$ cat src/rtl/mano_ctrl_p.sv
// Control unit for the Basic Computer datapath: fetch/decode/indirect/execute
// sequencing, prioritised vectored interrupts, I/O instructions and halt/restart.
module mano_ctrl_p #(
    parameter int DATA_W   = 16,
    parameter int ADDR_W   = 12,
    parameter int IRQ_N    = 1,
    parameter int VEC_BASE = 0
) (
    input  logic              clk,
    input  logic              reset_n,
    input  logic [DATA_W-1:0] IR,
    input  logic              ac_zero,
    input  logic              ac_msb,
    input  logic              ac_lsb,
    input  logic              e,
    input  logic              co,
    input  logic              dr_zero,
    input  logic              fgi,
    input  logic              fgo,
    input  logic [IRQ_N-1:0]  irq_req,
    input  logic              run,
    output logic [2:0]        bus_sel,
    output logic              write_ar,
    output logic              write_pc,
    output logic              write_dr,
    output logic              write_ac,
    output logic              write_ir,
    output logic              write_tr,
    output logic              write_outr,
    output logic              increment_ar,
    output logic              increment_pc,
    output logic              increment_dr,
    output logic              increment_ac,
    output logic              reset_ac,
    output logic              write_vec_ar,
    output logic [ADDR_W-1:0] vec_addr,
    output logic              memory_read,
    output logic              memory_write,
    output logic [2:0]        alu_op,
    output logic              clear_e,
    output logic              comp_e,
    output logic              set_e,
    output logic              clear_fgi,
    output logic              clear_fgo,
    output logic [IRQ_N-1:0]  irq_ack,
    output logic              ien,
    output logic              halted,
    output logic [2:0]        sc
);

    localparam int KW = (IRQ_N > 1) ? $clog2(IRQ_N) : 1;
    localparam logic [ADDR_W-1:0] VEC_BASE_A = ADDR_W'(VEC_BASE);

    typedef enum logic [2:0] {
        OP_AND, OP_ADD, OP_LDA, OP_STA, OP_BUN, OP_BSA, OP_ISZ, OP_REG
    } opcode_e;

    typedef enum logic [2:0] {
        BUS_NONE, BUS_AR, BUS_PC, BUS_DR, BUS_AC, BUS_IR, BUS_TR, BUS_MEM
    } bus_e;

    typedef enum logic [2:0] {
        ALU_ADD, ALU_AND, ALU_PASS, ALU_CMA, ALU_CIR, ALU_CIL, ALU_INPR
    } alu_e;

    logic [2:0]    sc_q;
    logic          r_q, ien_q, halted_q, i_q;
    opcode_e       op_q;
    logic [KW-1:0] k_q, k_low, k_sel;
    logic [11:0]   rr_hot;
    logic [5:0]    io_hot;
    logic          last, do_hlt, do_ion, do_iof, take_irq;
    bus_e          bus_d;
    alu_e          alu_d;

    assign take_irq = ien_q && (|irq_req);

    // Lowest-numbered request has priority; highest IR bit wins in the decodes.
    always_comb begin
        k_low = '0;
        for (int j = IRQ_N - 1; j >= 0; j--)
            if (irq_req[j]) k_low = KW'(j);
    end

    always_comb begin
        rr_hot = '0;
        io_hot = '0;
        for (int j = 0; j < 12; j++)
            if (IR[ADDR_W-12+j]) rr_hot = 12'(1) << j;
        for (int j = 0; j < 6; j++)
            if (IR[ADDR_W-6+j]) io_hot = 6'(1) << j;
    end

    assign k_sel    = (r_q && sc_q == 3'd0) ? k_low : k_q;
    assign vec_addr = VEC_BASE_A + (ADDR_W'(k_sel) << 1);

    assign bus_sel = bus_d;
    assign alu_op  = alu_d;
    assign ien     = ien_q;
    assign halted  = halted_q;
    assign sc      = sc_q;

    // Strobes are gated by reset_n so they drop the instant reset asserts.
    always_comb begin
        bus_d = BUS_NONE;   alu_d = ALU_ADD;
        write_ar = 1'b0;    write_pc = 1'b0;    write_dr = 1'b0;   write_ac = 1'b0;
        write_ir = 1'b0;    write_tr = 1'b0;    write_outr = 1'b0;
        increment_ar = 1'b0; increment_pc = 1'b0; increment_dr = 1'b0;
        increment_ac = 1'b0; reset_ac = 1'b0;   write_vec_ar = 1'b0;
        memory_read = 1'b0; memory_write = 1'b0;
        clear_e = 1'b0; comp_e = 1'b0; set_e = 1'b0; clear_fgi = 1'b0; clear_fgo = 1'b0;
        irq_ack = '0;
        last = 1'b0; do_hlt = 1'b0; do_ion = 1'b0; do_iof = 1'b0;
        if (reset_n && !halted_q) begin
            if (r_q) begin
                case (sc_q)
                    3'd0:    begin write_vec_ar = 1'b1; bus_d = BUS_PC; write_tr = 1'b1; end
                    3'd1:    begin bus_d = BUS_TR; memory_write = 1'b1; increment_ar = 1'b1; end
                    default: begin bus_d = BUS_AR; write_pc = 1'b1; irq_ack = IRQ_N'(1) << k_q; end
                endcase
            end else begin
                case (sc_q)
                    3'd0: begin bus_d = BUS_PC; write_ar = 1'b1; end
                    3'd1: begin memory_read = 1'b1; bus_d = BUS_MEM; write_ir = 1'b1; increment_pc = 1'b1; end
                    3'd2: begin bus_d = BUS_IR; write_ar = 1'b1; end
                    3'd3: begin
                        if (op_q == OP_REG) begin
                            last = 1'b1;
                            if (!i_q) begin
                                case (rr_hot)
                                    12'h800: reset_ac = 1'b1;
                                    12'h400: clear_e = 1'b1;
                                    12'h200: begin alu_d = ALU_CMA; write_ac = 1'b1; end
                                    12'h100: comp_e = 1'b1;
                                    12'h080: begin alu_d = ALU_CIR; write_ac = 1'b1; set_e = ac_lsb; clear_e = !ac_lsb; end
                                    12'h040: begin alu_d = ALU_CIL; write_ac = 1'b1; set_e = ac_msb; clear_e = !ac_msb; end
                                    12'h020: increment_ac = 1'b1;
                                    12'h010: increment_pc = !ac_msb && !ac_zero;
                                    12'h008: increment_pc = ac_msb;
                                    12'h004: increment_pc = ac_zero;
                                    12'h002: increment_pc = !e;
                                    12'h001: do_hlt = 1'b1;
                                    default: ;
                                endcase
                            end else begin
                                case (io_hot)
                                    6'h20:   begin alu_d = ALU_INPR; write_ac = 1'b1; clear_fgi = 1'b1; end
                                    6'h10:   begin bus_d = BUS_AC; write_outr = 1'b1; clear_fgo = 1'b1; end
                                    6'h08:   increment_pc = fgi;
                                    6'h04:   increment_pc = fgo;
                                    6'h02:   do_ion = 1'b1;
                                    6'h01:   do_iof = 1'b1;
                                    default: ;
                                endcase
                            end
                        end else if (i_q) begin
                            memory_read = 1'b1; bus_d = BUS_MEM; write_ar = 1'b1;
                        end
                    end
                    3'd4: begin
                        case (op_q)
                            OP_AND, OP_ADD, OP_LDA, OP_ISZ:
                                begin memory_read = 1'b1; bus_d = BUS_MEM; write_dr = 1'b1; end
                            OP_STA:  begin bus_d = BUS_AC; memory_write = 1'b1; last = 1'b1; end
                            OP_BUN:  begin bus_d = BUS_AR; write_pc = 1'b1; last = 1'b1; end
                            OP_BSA:  begin bus_d = BUS_PC; memory_write = 1'b1; increment_ar = 1'b1; end
                            default: last = 1'b1;
                        endcase
                    end
                    3'd5: begin
                        case (op_q)
                            OP_AND:  begin alu_d = ALU_AND; write_ac = 1'b1; last = 1'b1; end
                            OP_ADD:  begin alu_d = ALU_ADD; write_ac = 1'b1; set_e = co; clear_e = !co; last = 1'b1; end
                            OP_LDA:  begin alu_d = ALU_PASS; write_ac = 1'b1; last = 1'b1; end
                            OP_BSA:  begin bus_d = BUS_AR; write_pc = 1'b1; last = 1'b1; end
                            OP_ISZ:  increment_dr = 1'b1;
                            default: last = 1'b1;
                        endcase
                    end
                    default: begin
                        last = 1'b1;
                        if (sc_q == 3'd6 && op_q == OP_ISZ) begin
                            bus_d = BUS_DR; memory_write = 1'b1; increment_pc = dr_zero;
                        end
                    end
                endcase
            end
        end
    end

    // NOTE: state uses non-blocking assignments so every branch sees pre-edge values (e.g. ien for ION).
    always_ff @(posedge clk or negedge reset_n) begin
        if (!reset_n) begin
            sc_q     <= 3'd0;
            r_q      <= 1'b0;
            ien_q    <= 1'b0;
            halted_q <= 1'b0;
            i_q      <= 1'b0;
            op_q     <= OP_AND;
            k_q      <= '0;
        end else if (halted_q) begin
            if (take_irq) begin
                halted_q <= 1'b0;
                r_q      <= 1'b1;
            end else if (run) begin
                halted_q <= 1'b0;
            end
        end else if (r_q) begin
            case (sc_q)
                3'd0:    begin k_q <= k_low; sc_q <= 3'd1; end
                3'd1:    sc_q <= 3'd2;
                default: begin ien_q <= 1'b0; r_q <= 1'b0; sc_q <= 3'd0; end
            endcase
        end else if (last) begin
            sc_q <= 3'd0;
            if (take_irq)    r_q      <= 1'b1;
            else if (do_hlt) halted_q <= 1'b1;
            if (do_ion)      ien_q    <= 1'b1;
            else if (do_iof) ien_q    <= 1'b0;
        end else begin
            sc_q <= sc_q + 3'd1;
            if (sc_q == 3'd2) begin
                op_q <= opcode_e'(IR[DATA_W-2 -: 3]);
                i_q  <= IR[DATA_W-1];
            end
        end
    end

endmodule
$ cat config.mk
export PLATFORM = sky130hd
export DESIGN_NAME = mano_ctrl_p
export DESIGN_NICKNAME = d
export VERILOG_FILES = /design/src/rtl/mano_ctrl_p.sv
export SDC_FILE = /design/constraint.sdc
export NUM_CORES = 1
export LEC_CHECK = 0
export ABC_CLOCK_PERIOD_IN_PS = 2400
export BUFFER_PORTS_ARGS = -buffer_cell sky130_fd_sc_hd__buf_4
export CAP_MARGIN = 20
export CORE_MARGIN = 2
export CORE_UTILIZATION = 45
export CTS_BUF_LIST = sky130_fd_sc_hd__clkbuf_8
export DETAILED_ROUTE_END_ITERATION = 8
export PLACE_DENSITY = 0.78
export SYNTH_ARGS = -nofsm -noshare
export SYNTH_HDL_FRONTEND = slang
export SYNTH_SLANG_ARGS = --single-unit
$ cat constraint.sdc
create_clock -name clk -period 2.4 [get_ports clk]
set_input_delay 0.12 -clock clk [delete_from_list [all_inputs] [get_ports clk]]
set_output_delay 0.12 -clock clk [all_outputs]
set_load 0.01 [all_outputs]
==> flow_summary.yaml <==
layout:
  fillCellCount: 286
  regArea_um2: 253
  fin_util_pct: 67.2
  antenna-diode-count: 0
  drive_above_1_share_pct: 33.9
  final_cells: 315
  fin_nets: 305
  multi_input_area_mm2: 0.00115
  area_growth_pct: 40.3
worst_setup_path:
  crit_arrival_ns: 2.20
  crit_path_start_kind: "flip-flop"
  r2r_cells: 7
  slowest_delay_ns: 0.44
  crit_required_ns: 2.28
  cp_cell_sequence: "buf_4, ha_4, ha_4, nor2b_1, and4_1, or4b_1, a31oi_1, buf_4"
  path_class: "reg -> out"
  rrSetupSlack_ns: 0.37
  critPathMaxFanout: 7
  cpMaxStageDelayCell: "or4b_1"
  cp-end-kind: "output pin"
routing:
  first_pass_iters: 4
  dr_total_vias: 1811
  via_per_inst: 5.75
  ant_nets: 0
  drc_errors: 0
  drt-total-wl_mm: 4.73
  drt_iter0_markers: 141
  wl_per_cell_um: 15.0
synth:
  synth_most_common_cell: "nor2_1"
  ys.flop_type: "dfrtp_1"
  synth_top_cells_by_area: "dfrtp_1 (17%), buf_4 (7.1%), nor2_1 (5.3%)"
  ys_seq_area_share_pct: 16.8
  synth_edf_count: 0
  syn_area_mm2: 0.00149
  synth.top_cells.by_count: "nor2_1 (21), nand2_1 (18), buf_4 (14), a21oi_1 (11)"
  syn_inst: 207
  ys_warn_count: 0
  yosys.area.top_type_share_pct: 16.8
  synth_seq_cells: 10
  async_reset_ff_share_pct: 100
  syn_area_per_cell_um2: 7.18
  synth_top_cell_by_area: "dfrtp_1"
  synth.distinct_cells: 52
grt:
  antenna_found_initial: 0
  grt_pass1_vias: 1578
  grt.total_usage_pct: 25.5
  grt_overflow_total: 0
  grt_start_max_net_pins: 18
  grt_pass1_wl_mm: 7.33
sta:
  timing.hold.ws_ns: 0.0897
  fin_worst_skew_ns: 0.00377
  finalCritPeriodShare_pct: 96.5
  setup_ws_ns: 0.0832
  hold_viol: 0
  setup_viol_count_final: 0
  final.setup.tns_ns: 0
  final_max_slew_viol_count: 0
  fmax_mhz: 432
  period_needed_ns: 2.32
power:
  p_int_uw: 1110
  swShare_pct: 48.2
  switchingPower_uw: 1030
  p_clk_share_pct: 9.8
  peakVddDrop_uv: 626
  p_leak_uw: 0.000922
  pwr-share-seq_pct: 18.6
  pwr-share-comb_pct: 71.6
  p_per_area_mw_per_mm2: 1020
clock_tree:
  cts_made_buffers: 3
  clock_sinks: 10
  tritoncts: "yes"
  cts_root_buf: "clkbuf_8"
  clock_latency_ns: 0.23
  htree_num_levels: 1
  clkTransAtPathRegs_ns: 0.05
  cts_buffer_depth: 2
placed_design:
  placed_cells: 305
  io_buffers: 59
  gp_congestion: 0.919
  post-place-ws_ns: 0.132
  dp_hpwl_mm: 3.59
run:
  cap_viol_max_count: 0
floorplan:
  dieArea_mm2: 0.00378
  coreArea_mm2: 0.00310
  ios: 72
  rows: 20
  die_w_um: 61.5
  start_util_pct: 47.9
  die_h_um: 61.5
hold_path:
  hp-class: "in -> reg"
  hold_depth: 2
status:
  status: "finished clean"
[worst paths after layout]
kind,start,to
setup / recovery,sc[1],increment_pc
min in group asynchronous,reset_n,sc[2]
max in group asynchronous,reset_n,op_q[0]
setup reg to reg,sc[1],op_q[2]
hold reg to reg,op_q[2],op_q[2]
hold / removal,run,halted
[registers in the layout, indices dropped and copies added (netlist names)]
name,cells
i_q,1
op_q,3
halted,1
ien,1
sc,3
r_q,1
[power groups by stage]
stage	Combinational (µW)	Sequential, µW	Clock, µW
finish	1530	397	210
global route	1680	416	220
CTS	1430	387	214
detailed placement	1380	393	0
global placement	1360	385	0
floorplan	935	339	0
[metal layers]
layer | part of all wire (%) | vias up | GRT usage (%)
met4 | 1.1 | 0 | 7.90
met2 | 50 | 80 | 42.1
met5 | 0 | - | 0
met3 | 6.9 | 6 | 3.36
met1 | 42 | 855 | 34.7
li1 | - | 870 | -
[placed cells by master (no fill, tap or decap), types with 3 or more instances in the layout]
cell type	count
buf_4	71
nor2_1	21
nand2_1	18
conb_1	12
a21oi_1	11
nand2b_1	10
nor3_1	9
inv_1	8
dfrtp_1	8
o21ai_0	7
nand3_1	6
nor2b_1	6
nor4_1	5
mux2_2	4
a211oi_1	4
and2_1	4
clkbuf_8	4
a31oi_1	3
o31a_1	3
and3_1	3
a21o_1	3
ha_4	3
[stage by stage]
step / total power, µW / instance area [µm²]
floorplan: 1270 / 1530
global placement: 1740 / 1930
detailed placement: 1770 / 1930
CTS: 2030 / 2020
global route: 2320 / 2090
finish: 2130 / 2090
[critical path, delay by kind of cell, from the launching register on]
kind,cells,cell delay (ns)
buffers and inverters,2,0.29
DFF,1,0.38
and+or+nand+nor,3,0.84
AOI/OAI and AO/OA,1,0.14
adders and majority gates,2,0.31
[cell families after synthesis]
kind of cell,after synthesis,share of synthesized area [%]
XOR/XNOR,1,0.589
flip-flops,10,16.8
multiplexers,4,3.03
AND/OR/NAND/NOR,102,38.3
other,1,0.252
adder cells (fa/ha/maj),5,4.21
AO/OA/AOI/OAI,53,25.0
buffers and inverters,31,11.8
[cell type report]
class                      count  share of cell area, %
sequential                    10                   12.1
inverter                       8                   1.44
clock buffer                   4                   2.64
multi-input combinational    177                   55.1
tap                           44                   2.64
timing repair buffer          72                   26.0
[what timing repair did]
action | in CTS | in global routing
resized for setup | 4 | 7
setup buffers | 1 | 4
endpoints found under the setup margin | 4 | 5
endpoints found under the hold margin | 10 | 0
hold buffers | 1 | 0
No activity file was read; power rests on OpenSTA's default activity.
